--- src/rtl/mem_wb_stage_pkg.sv ---
// Shared ISA definitions and writeback bundle for execute/memory/writeback and hazard logic.
package mem_wb_stage_pkg;
  localparam int ISA_XLEN = 32;

  localparam logic [7:0] ALU_OPERATIONS_LB  = 8'h20;
  localparam logic [7:0] ALU_OPERATIONS_LH  = 8'h21;
  localparam logic [7:0] ALU_OPERATIONS_LW  = 8'h22;
  localparam logic [7:0] ALU_OPERATIONS_LBU = 8'h23;
  localparam logic [7:0] ALU_OPERATIONS_LHU = 8'h24;

  typedef struct packed {
    logic                valid;
    logic                wr_en;
    logic [4:0]          rd;
    logic [ISA_XLEN-1:0] data;
  } wb_bundle_t;
endpackage

--- src/rtl/mem_wb_stage_load_formatter.sv ---
// Combinational load lane extraction and sign/zero extension with misalignment detection.
module load_formatter
  import mem_wb_stage_pkg::*;
#(
  parameter int XLEN = ISA_XLEN
) (
  input  logic [7:0]      operation,
  input  logic [1:0]      offset,
  input  logic [XLEN-1:0] word,
  output logic [XLEN-1:0] data,
  output logic            misaligned
);
  logic [7:0]  lane_b;
  logic [15:0] lane_h;

  always_comb begin
    lane_b     = word[{offset, 3'b000} +: 8];
    lane_h     = offset[1] ? word[31:16] : word[15:0];
    data       = word;
    misaligned = 1'b0;
    case (operation)
      ALU_OPERATIONS_LB:  data = {{(XLEN-8){lane_b[7]}}, lane_b};
      ALU_OPERATIONS_LBU: data = {{(XLEN-8){1'b0}}, lane_b};
      ALU_OPERATIONS_LH: begin
        data       = {{(XLEN-16){lane_h[15]}}, lane_h};
        misaligned = offset[0];
      end
      ALU_OPERATIONS_LHU: begin
        data       = {{(XLEN-16){1'b0}}, lane_h};
        misaligned = offset[0];
      end
      // LW and any unrecognised code on a load behave as a full-word load
      default: misaligned = (offset != 2'b00);
    endcase
  end
endmodule

--- src/rtl/mem_wb_stage.sv ---
// MEM/WB pipeline register: formats loads, registers the writeback bundle, counts retirement.
module mem_wb_stage
  import mem_wb_stage_pkg::*;
#(
  parameter int XLEN  = ISA_XLEN,
  parameter int CNT_W = 64
) (
  input  logic             clk,
  input  logic             rst,
  input  logic             stall,
  input  logic             flush,
  input  logic             in_valid,
  input  logic             mem_rd_en,
  input  logic             reg_wr_en,
  input  logic [7:0]       alu_operation,
  input  logic [4:0]       rd_addr,
  input  logic [XLEN-1:0]  alu_result,
  input  logic [XLEN-1:0]  memory_data,
  output logic             wb_valid,
  output logic             wb_reg_wr_en,
  output logic [4:0]       wb_rd_addr,
  output logic [XLEN-1:0]  wb_data,
  output logic             load_misaligned,
  output logic [CNT_W-1:0] instret
);
  wb_bundle_t      wb_q;
  logic [XLEN-1:0] fmt_data;
  logic            fmt_misaligned;
  logic            misaligned;
  logic [XLEN-1:0] next_data;

  load_formatter #(.XLEN(XLEN)) u_load_formatter (
    .operation  (alu_operation),
    .offset     (alu_result[1:0]),
    .word       (memory_data),
    .data       (fmt_data),
    .misaligned (fmt_misaligned)
  );

  assign misaligned = mem_rd_en & fmt_misaligned;
  assign next_data  = mem_rd_en ? (misaligned ? '0 : fmt_data) : alu_result;

  always_ff @(posedge clk or posedge rst) begin
    if (rst) begin
      wb_q            <= '0;
      load_misaligned <= 1'b0;
      instret         <= '0;
    end else if (flush) begin
      wb_q            <= '0;
      load_misaligned <= 1'b0;
    end else if (stall) begin
      // held slot must not re-raise the exception pulse
      load_misaligned <= 1'b0;
    end else begin
      wb_q.valid      <= in_valid;
      wb_q.wr_en      <= in_valid & reg_wr_en & (rd_addr != 5'd0) & ~misaligned;
      wb_q.rd         <= rd_addr;
      wb_q.data       <= next_data;
      load_misaligned <= in_valid & misaligned;
      if (in_valid) begin
        instret <= instret + 1'b1;
      end
    end
  end

  assign wb_valid     = wb_q.valid;
  assign wb_reg_wr_en = wb_q.wr_en;
  assign wb_rd_addr   = wb_q.rd;
  assign wb_data      = wb_q.data;
endmodule

--- config.mk ---
export PLATFORM = sky130hd
export DESIGN_NAME = mem_wb_stage
export DESIGN_NICKNAME = d
export VERILOG_FILES = /design/src/rtl/mem_wb_stage_pkg.sv /design/src/rtl/mem_wb_stage_load_formatter.sv /design/src/rtl/mem_wb_stage.sv
export SDC_FILE = /design/constraint.sdc
export NUM_CORES = 1
export LEC_CHECK = 0
export CAP_MARGIN = 40
export CORE_UTILIZATION = 32
export DETAILED_ROUTE_END_ITERATION = 8
export GPL_TIMING_DRIVEN = 0
export PLACE_DENSITY = 0.58
export SKIP_CTS_REPAIR_TIMING = 1
export SYNTH_ARGS = -nofsm -noshare
export SYNTH_HDL_FRONTEND = slang
export SYNTH_SLANG_ARGS = --single-unit
--- constraint.sdc ---
create_clock -name clk -period 4.4 [get_ports clk]
set_input_delay 0.44 -clock clk [delete_from_list [all_inputs] [get_ports clk]]
set_output_delay 0.44 -clock clk [all_outputs]
set_load 0.005 [all_outputs]
# ---- After elaboration in Yosys (flattened, before gate mapping)
# Index checks and enable logic that the tools add are counted.
dict set report word_totals {
  ff_bits 104
  in_bits 84
  output_inout_bits 104
  word_cells 35
}
dict set report op_classes {
  addsub 1
  n_eq_ne 5
  shifts 1
  mux 9
  n_bitwise 8
  reduce_logical 5
}
# op n
set ops {}
lappend ops {{32-bit case mux with 4 select lines} 1}
lappend ops {{39-bit 2-to-1 mux} 2}
lappend ops {{64-bit by 1-bit adder with 64-bit output, second input constant} 1}
lappend ops {{32-bit 2-to-1 mux} 2}
lappend ops {{8-bit by 6-bit == test with 1-bit output, second input constant} 4}
lappend ops {{32-bit by 6-bit variable part select with 8-bit output} 1}
lappend ops {{16-bit 2-to-1 mux} 1}
lappend ops {{1-bit AND} 5}
lappend ops {{5-bit nonzero test} 1}
lappend ops {{2-bit OR reduction} 2}
lappend ops {{1-bit inverter} 3}
lappend ops {{3-bit AND reduction} 1}
lappend ops {{1-bit 2-to-1 mux} 2}
lappend ops {{2-bit by 1-bit != test with 1-bit output, second input constant} 1}
lappend ops {{1-bit case mux with 2 select lines} 1}
lappend ops {{2-bit nonzero test} 1}

# ---- Longest topological paths before layout
# Gate-level depths: netlist of run 1.
dict set report depth {
  depth_word 8
  mapped_depth 8
}

# ---- Cells and area by module
# Synthesis of run 1 repeated with hierarchy kept, for this count alone.
dict set report unflattened {
  cells_unflattened 586
  hier_area_um2 5739.3
}
# mod instances cells_each area_each_um2
set by_module_without_submodules {}
lappend by_module_without_submodules {mem_wb_stage 1 512 4996.0}
lappend by_module_without_submodules {load_formatter 1 74 743.2}

# ---- Worst setup path before layout of run 1
# No wires, ideal clock.
dict set report synth_path {
  path_type {input-to-reg}
  start {input port alu_operation[3]}
  end {register wb_q (netlist bit wb_data[16])}
  setup_time_ns 0.130
  t_arrival_ns 2.321
  required_time_ns 4.270
  path_slack_ns 1.948
  stages 7
  n_path_buf 2
  cell_sequence {or4b_1 -> buf_2 -> a2111oi_4 -> o221ai_2 -> o211ai_2 -> buf_4 -> o21ai_0}
}
dict set report synth_via {
  elab_chain_len 8
  elab_cells_between_ends 13
  cone_classes {eq/ne (4); mux (6); bitwise (1); reduce/logical (2)}
}
# item line_no
set synth_lines {}
lappend synth_lines {{from (decl)} mem_wb_stage.sv:15} ;# input logic [7:0] alu_operation,
lappend synth_lines {{8-bit by 6-bit == test with 1-bit output} mem_wb_stage_load_formatter.sv:21} ;# case (operation)
lappend synth_lines {{2-bit OR reduction (no line)} -}
lappend synth_lines {{1-bit case mux with 2 select lines} mem_wb_stage_load_formatter.sv:21}
lappend synth_lines {{1-bit AND} mem_wb_stage.sv:40} ;# assign misaligned = mem_rd_en & fmt_misaligned;
lappend synth_lines {{32-bit 2-to-1 mux (*) (2 in series)} mem_wb_stage.sv:41} ;# assign next_data = mem_rd_en ? (misaligned ? '0 : fmt_data) : alu_result;
lappend synth_lines {{39-bit 2-to-1 mux (*)} mem_wb_stage.sv:51} ;# end else if (stall) begin
lappend synth_lines {{39-bit 2-to-1 mux (*)} mem_wb_stage.sv:48} ;# end else if (flush) begin
lappend synth_lines {{to (decl)} mem_wb_stage.sv:26} ;# wb_bundle_t wb_q;
# Every way passes the cells marked *; elsewhere a longest branch is shown, timed or not. The select of a mux whose other input is x is not followed.
# A chain may end at the register's enable or synchronous reset.

# ---- Worst setup path after layout of run 1
dict set report layout_path {
  start {input port alu_operation[3]}
  end {register wb_q (netlist bit wb_data[19])}
}
# Same word-level chain as after synthesis.

==> metrics, run 1 <==
Worst-Skew Late Latency=0.35 ns; Worst Tran Pin Value=0.866 ns; final std cells w/o fill=971; DP Area=7570 sq um; CTS Buffer Depth=2; PwrDens=273 nW/um^2; number of enable flip-flop cells after synthesis=0; Final nets=831; Warnings, synthesis=0; 1st-iter DRT viols=280; GR Overflow Total=0; Ant. Diodes=0; slowest stage cell on the critical path=a2111oi_4; Die Span Y=132 um; Worst VDD drop=0.000170 V; post-layout util=47.5%; minimum hold slack=0.470 ns; Bufs and invs on worst path=3; P&R area growth vs syn=44.9%; Residual DRC=0; initial antenna violation count=0; vias post-DR=5046; Seq/Total Area, Yosys=48.1%; WP data arrival=3.25 ns; Yosys top cell by area=dfrtp_1; Tcrit/Tclk final=68.6%; placeable core area=16500 sq um; status=finished, final reports clean; Worst Setup End Kind=flip-flop; IO Pins=188; Cells after DPL=955; CTS clk-pin slew, worst paths=0.07 ns; share of cells above drive strength 1=4.93%; DP HPWL=13200 um; initial core utilization=32.8%; Top FF cell, synth=dfrtp_1; Area contributors post-synth=dfrtp_1 48%, xnor2_1 5.8%, xor2_1 4.5%; relative slew slack=41.8%; Worst Path Class, Setup=in2reg; vias in the first global route=5035; Max Clk Rate=331 MHz; TritonCTS clock tree=yes; worst hold start=instret[63]; # clock sinks=104; Yosys cell types=53; commonest non-fill, non-tap cell in the layout=clkdlybuf4s50_1; Vias/cell=5.20; Avg WL per Cell=17.6 um; CP Cell Sequence=clkdlybuf4s50_1 > or4b_1 > buf_2 > a2111oi_4 > o221ai_2 > o211ai_2 > buf_4 > o21ai_0; worst r2r src=instret[3]; CP max FO=10; post-detailed-route count of antenna-violating nets=0; Placer Congestion=0.852; total of max-cap violations=0; Setup crit start=alu_operation[3]; Final min period=3.02 ns; Final setup violation count=0; async set-reset flop share out of synthesis=100%; Syn Inst Count=548; most frequent cells in the layout=184 x clkdlybuf4s50_1, 104 x dfrtp_1, 47 x nor2_1; Detailed Routing Iterations Pass 1=5; Max Slew Vio Count=0; Synth top area share=48.1%; Critical Path RT=4.63 ns; full die area=17400 sq um; Avg Inst Size Synth=9.88 sq um; Filler cells=1547; IO Port Bufs=184; max incr delay on CP=0.56 ns; Leak=3.28 nW; CP Launch Type=input pin; Row Count=47; syn_nets=633; CTS H-tree lvls=3; fin area=7850 sq um; CP delay by family, top=compound AO/OA/AOI/OAI gates; first-pass GRT wire length=27400 um; skew final=0.00479 ns; RSZ-0062 raised after global routing=false; post-synthesis register bit count=104; GRT Resource Usage Total=20.1%; largest net degree at the start of global routing=62; flop-to-flop setup slack=1.73 ns; total CTS buffers=9; Hold Fails Final Rpt=0; Netlist Area Pre-Place=5420 sq um; HP Class=reg2reg; Post-Route WL=17100 um; clk root buf=clkbuf_16; Die X=132 um
## synthesized netlist by cell type (22+ instances only)
cell / instances
a22oi_1: 29
nor3_1: 23
nand2_1: 32
xnor2_1: 36
nor2_1: 47
nand4_1: 22
dfrtp_1: 104
xor2_1: 28
o21ai_0: 28
inv_1: 26
nand3_1: 26
## final timing paths
kind                               end  cells past startpoint
max in group asynchronous   instret[7]                      3
max                        wb_data[19]                      8
min                        instret[63]                      1
min in group asynchronous  wb_data[21]                      2
max reg2reg                instret[49]                      5
min reg2reg                instret[63]                      1
## layout make-up
| type | count | area, sq um | area share (%) |
|---|---|---|---|
| Timing Repair Buffer | 187 | 1880 | 23.9 |
| Clock inverter | 4 | 27.5 | 0.351 |
| Sequential cell | 104 | 2600 | 33.2 |
| Multi-Input combinational cell | 394 | 2620 | 33.3 |
| Inverter | 26 | 100 | 1.28 |
| Clock buffer | 12 | 246 | 3.14 |
| Tap cell | 220 | 275 | 3.51 |
| Buffer | 24 | 100 | 1.28 |
## metal layers
metal,GRT usage (%),vias up,part of all wire [%]
li1,-,2396,-
met1,26.3,2457,44
met2,33.3,174,49
met3,3.34,19,5.2
met4,7.62,0,2.1
met5,0,-,0
## sequential cells by signal (all words and copies together), names as in the netlist
name	count
load_misaligned	1
wb_rd_addr	5
wb_valid	1
wb_data	32
instret	64
wb_reg_wr_en	1
## report_power, final
part / switching (mW) / total (mW) / internal, mW
clock: 0.368 / 0.770 / 0.402
combinational: 0.150 / 0.343 / 0.193
sequential: 0.0367 / 1.03 / 0.994
## per-stage QoR
stage	setup WS, ns	TNS (ns)	power [mW]
finish	1.38	0	2.14
global route	1.17	0	2.25
CTS	1.37	0	2.17
detailed placement	0.989	0	1.39
global placement	-0.432	-44.26	1.39
floorplan	1.23	0	1.18
## worst reg2reg max path: cells and delay by family (launching register included)
family        cells  cell delay [ns]
xor+xnor          1             0.19
flops             1             0.44
simple gates      4             1.95
## logic make-up (layout without fill, tap and decap cells)
group,after synthesis,count (layout),synth area share (%)
multiplexers,19,19,3.54
AND/OR/NAND/NOR,193,193,18.4
buffers and inverters,50,253,3.65
AO/OA/AOI/OAI,117,117,15.7
flip-flops,104,104,48.1
adder cells (fa/ha/maj),1,1,0.231
XOR/XNOR,64,64,10.4
(Power assumes the default switching activity.)
==> run 2: changes to the inputs <==
--- a/config.mk
+++ b/config.mk
@@ -9,7 +9,7 @@
 export CORE_UTILIZATION = 32
 export DETAILED_ROUTE_END_ITERATION = 8
 export GPL_TIMING_DRIVEN = 0
-export PLACE_DENSITY = 0.58
+export PLACE_DENSITY = 0.6
 export SKIP_CTS_REPAIR_TIMING = 1
 export SYNTH_ARGS = -nofsm -noshare
 export SYNTH_HDL_FRONTEND = slang
==> constraint.sdc (replaced) <==
create_clock -name clk -period 2.7 [get_ports clk]
set_input_delay 0.27 -clock clk [delete_from_list [all_inputs] [get_ports clk]]
set_output_delay 0.27 -clock clk [all_outputs]
set_load 0.005 [all_outputs]
==> run 2 against run 1 <==
Net effect:
- die area stayed put
- utilization is 1.1 points higher
- sequential share of layout area is 0.75 points lower
- highest routed layer unchanged
==> metrics, run 2 (synthesized netlist as in run 1, its figures left out) <==
first-pass GRT wire length=26700 um; Hold Fails Final Rpt=0; IO Pins=188; Worst Path Class, Setup=in2reg; HP Class=in2async; r2r endpoint=instret[60]; CP Launch Type=input pin; Critical Path RT=2.93 ns; vias in the first global route=4934; Placer Congestion=0.929; area of the multi-input gates=2650 sq um; TritonCTS clock tree=yes; register bank with the most flops=instret; largest net degree at the start of global routing=37; cells on worst reg2reg path=5; CP Cell Sequence=clkdlybuf4s50_1 > or4b_1 > buf_2 > a2111oi_4 > o221ai_2 > o211ai_4 > buf_4 > o21ai_0; GR Overflow Total=0; Ant. Diodes=0; CP max FO=10; slowest stage cell on the critical path=or4b_1; total CTS buffers=9; post-detailed-route count of antenna-violating nets=0; commonest non-fill, non-tap cell in the layout=clkdlybuf4s50_1; status=finished, final reports clean; most frequent cells in the layout=184 x clkdlybuf4s50_1, 104 x dfrtp_1, 47 x nor2_1; GRT Resource Usage Total=19.4%; Worst-Skew Late Latency=0.36 ns; CTS H-tree lvls=3; crit path to=wb_data[23]; Worst Tran Pin Value=0.666 ns; 1st-iter DRT viols=287; Die Span Y=132 um; flop-to-flop setup slack=0.36 ns; worst r2r src=instret[3]; Max Clk Rate=395 MHz; PwrDens=465 nW/um^2; # clock sinks=104; P&R area growth vs syn=48.2%; Worst VDD drop=0.000308 V; relative slew slack=55.2%; Leak=3.38 nW; Final min period=2.53 ns; Die X=132 um; DP Area=7620 sq um; IO Port Bufs=184; Worst Setup End Kind=flip-flop; vias post-DR=5115; Avg WL per Cell=17.2 um; Post-Route WL=16800 um; fin area=8030 sq um; initial core utilization=32.8%; Vias/cell=5.22; CTS clk-pin slew, worst paths=0.08 ns; full die area=17400 sq um; DP HPWL=13000 um; Detailed Routing Iterations Pass 1=5; Max Slew Vio Count=0; placeable core area=16500 sq um; max incr delay on CP=0.50 ns; Residual DRC=0; clk root buf=clkbuf_16; total of max-cap violations=0; Filler cells=1470; RSZ-0062 raised after global routing=false; skew final=0.0154 ns; Seq. cell area=2600 sq um; Final setup violation count=0; Final nets=839; Tcrit/Tclk final=93.8%; Setup crit start=alu_operation[3]; initial antenna violation count=0; CTS Buffer Depth=2; Row Count=47; WP data arrival=2.77 ns; max FFs per register=64; share of cells above drive strength 1=6.46%; post-layout util=48.6%
## run 2: layout make-up
type,count,area share [%]
repair buffers,195,24.4
clock inverters,6,1.22
plain buffers,24,1.25
inverters,26,1.26
multi-input cells,394,33.0
flip-flops and latches,104,32.4
well taps,220,3.43
clock buffers,10,2.98
## run 2: metrics by stage
step	setup TNS, ns	hold WS (ns)	setup WS, ns	power (mW)	std cells
2_1_floorplan	0	0.409	0.418	1.92	548
3_3_place_gp	-14.67	0.461	-0.435	2.26	952
3_5_place_dp	-15.59	0.470	-0.482	2.28	958
4_1_cts	-0.890	0.209	-0.101	3.78	974
5_1_grt	0	0.212	0.0292	3.89	979
6_report	0	0.216	0.167	3.73	979
## run 2: worst min-delay path by stage
stage | start | cells after the start | endpoint | slack, ns
finish | rst | 2 | wb_rd_addr[4] | 0.22
global route | rst | 2 | wb_rd_addr[4] | 0.21
CTS | rst | 2 | wb_rd_addr[4] | 0.21
detailed placement | instret[63] | 1 | instret[63] | 0.47
global placement | instret[63] | 1 | instret[63] | 0.46
floorplan | alu_result[15] | 2 | wb_data[15] | 0.41
## run 2: where the power goes
| part | switching [mW] | total (mW) | internal [mW] |
|---|---|---|---|
| clock network | 0.629 | 1.48 | 0.854 |
| logic | 0.249 | 0.572 | 0.323 |
| registers | 0.0588 | 1.68 | 1.62 |
| total | 0.937 | 3.73 | 2.80 |
## run 2: critical path, delay by kind of cell
kind,cells,cell delay (ns)
AO/OA/AOI/OAI,4,1.19
buffers and inverters,3,0.80
AND/OR/NAND/NOR,1,0.50
## run 2: layer usage
layer | global-route usage, % | share of wire (%) | vias to the layer above
met5 | 0 | 0 | -
met4 | 7.36 | 1.9 | 0
met3 | 3.58 | 6.5 | 21
met2 | 31.5 | 48 | 204
met1 | 25.6 | 44 | 2481
li1 | - | - | 2409
==> run 3: changes to the inputs <==
--- a/config.mk
+++ b/config.mk
@@ -6,11 +6,12 @@
 export NUM_CORES = 1
 export LEC_CHECK = 0
 export CAP_MARGIN = 40
-export CORE_UTILIZATION = 32
+export CORE_UTILIZATION = 40
 export DETAILED_ROUTE_END_ITERATION = 8
 export GPL_TIMING_DRIVEN = 0
-export PLACE_DENSITY = 0.6
+export PLACE_DENSITY = 0.73
 export SKIP_CTS_REPAIR_TIMING = 1
 export SYNTH_ARGS = -nofsm -noshare
 export SYNTH_HDL_FRONTEND = slang
 export SYNTH_SLANG_ARGS = --single-unit
+export TNS_END_PERCENT = 100
==> run 3 against run 2 <==
Net effect:
- flip-flop and latch count did not move
- non-clock buffer count fell by 6
- utilization rose by 11 points
- first-iteration DRC count rose by 40%
- wire length fell by 4.0%
- worst setup slack got worse by 0.0015 ns
- die area fell by 20%
- critical path type unchanged
- critical endpoint is now wb_data[20]
==> metrics, run 3 (synthesized netlist as in run 1, its figures left out) <==
Final nets=833; most frequent cells in the layout=184 x clkdlybuf4s50_1, 104 x dfrtp_1, 47 x nor2_1; 1st-iter DRT viols=403; minimum hold slack=0.333 ns; worst r2r src=instret[3]; WHS Path Cells=3; Hold Path End=wb_data[0]; # clock sinks=104; max FFs per register=64; DP HPWL=12400 um; Avg WL per Cell=17.4 um; total CTS buffers=9; Placer Congestion=0.895; Critical Path RT=2.92 ns; IO Port Bufs=184; Leak=3.36 nW; status=finished, final reports clean; Die Span Y=118 um; CTS H-tree lvls=3; CP Launch Type=input pin; Worst Tran Pin Value=0.706 ns; PwrDens=475 nW/um^2; total of max-cap violations=0; CTS Buffer Depth=2; TritonCTS clock tree=yes; GR Overflow Total=0; Tcrit/Tclk final=93.9%; DR WL met3=944 um; Worst Setup End Kind=flip-flop; share of cells above drive strength 1=5.58%; flop-to-flop setup slack=0.37 ns; Residual DRC=0; worst hold start=alu_result[0]; cells on worst reg2reg path=5; initial core utilization=40.9%; relative slew slack=52.8%; RSZ-0062 raised after global routing=false; vias post-DR=5179; Worst-Skew Late Latency=0.35 ns; post-layout util=59.9%; full die area=14000 sq um; WL met2=7780 um; Worst VDD drop=0.000274 V; Max Slew Vio Count=0; first-pass GRT wire length=26400 um; skew final=0.00571 ns; P&R area growth vs syn=46.4%; post-detailed-route count of antenna-violating nets=0; initial antenna violation count=0; clk root buf=clkbuf_16; Final setup violation count=0; Row Count=42; Hold Fails Final Rpt=0; Vias/cell=5.57; vias in the first global route=5157; DRT met1 WL=7060 um; CP max FO=10; highest routed layer=met4; Max Clk Rate=395 MHz; CTS clk-pin slew, worst paths=0.07 ns; HP Class=in2reg; r2r endpoint=instret[54]; GRT Resource Usage Total=23.9%; Worst Path Class, Setup=in2reg; Ant. Diodes=0; IO Pins=188; largest net degree at the start of global routing=40; Detailed Routing Iterations Pass 1=5; placeable core area=13200 sq um; register bank with the most flops=instret; WP data arrival=2.76 ns; Die X=118 um; commonest non-fill, non-tap cell in the layout=clkdlybuf4s50_1; Final min period=2.53 ns; Setup crit start=alu_operation[3]; Post-Route WL=16200 um
-- run 3: how the worst max path moves through the flow --
stage | endpoint | slack (ns) | cells after the start
floorplan | wb_data[23] | 0.42 | 7
global placement | wb_data[23] | -0.45 | 8
detailed placement | wb_data[20] | -0.49 | 8
CTS | wb_data[20] | -0.10 | 8
global route | wb_data[25] | 0.008 | 8
finish | wb_data[20] | 0.17 | 8
-- run 3: critical path: stages --
cell	delay, ns
clkdlybuf4s50_1	0.41
or4b_1	0.51
buf_2	0.19
a2111oi_4	0.40
o221ai_2	0.28
o211ai_2	0.36
buf_4	0.22
o21ai_0	0.10
-- run 3: through the flow --
stage	setup WS (ns)	std cells	total power, mW	TNS [ns]	cell area [sq um]
2_1_floorplan	0.418	548	1.92	0	5420
3_3_place_gp	-0.452	908	2.25	-12.62	7480
3_5_place_dp	-0.495	912	2.27	-15.20	7540
4_1_cts	-0.105	928	3.80	-0.858	7880
5_1_grt	0.00775	929	3.92	0	7930
6_report	0.165	929	3.76	0	7930
-- run 3: cell type report --
| type | instances | area (sq um) |
|---|---|---|
| Clock inverter | 5 | 104 |
| Tap cell | 176 | 220 |
| Timing Repair Buffer | 189 | 1910 |
| Inverter | 26 | 101 |
| Fill cell | 1167 | 5310 |
| Multi-Input combinational cell | 394 | 2650 |
| Sequential cell | 104 | 2600 |
| Buffer | 24 | 100 |
| Clock buffer | 11 | 243 |
-- run 3: where the power goes --
group          internal [mW]  switching [mW]  leakage [nW]
clock                  0.932           0.585         0.170
combinational          0.320           0.248          1.78
sequential              1.62          0.0595          1.42
total                   2.87           0.893          3.36
-- run 3: routing by layer --
layer  GRT usage (%)  vias up
met1            31.3     2538
met3            4.73       28
met5               0        -
li1                -     2396
met4            9.13        0
met2            39.0      217
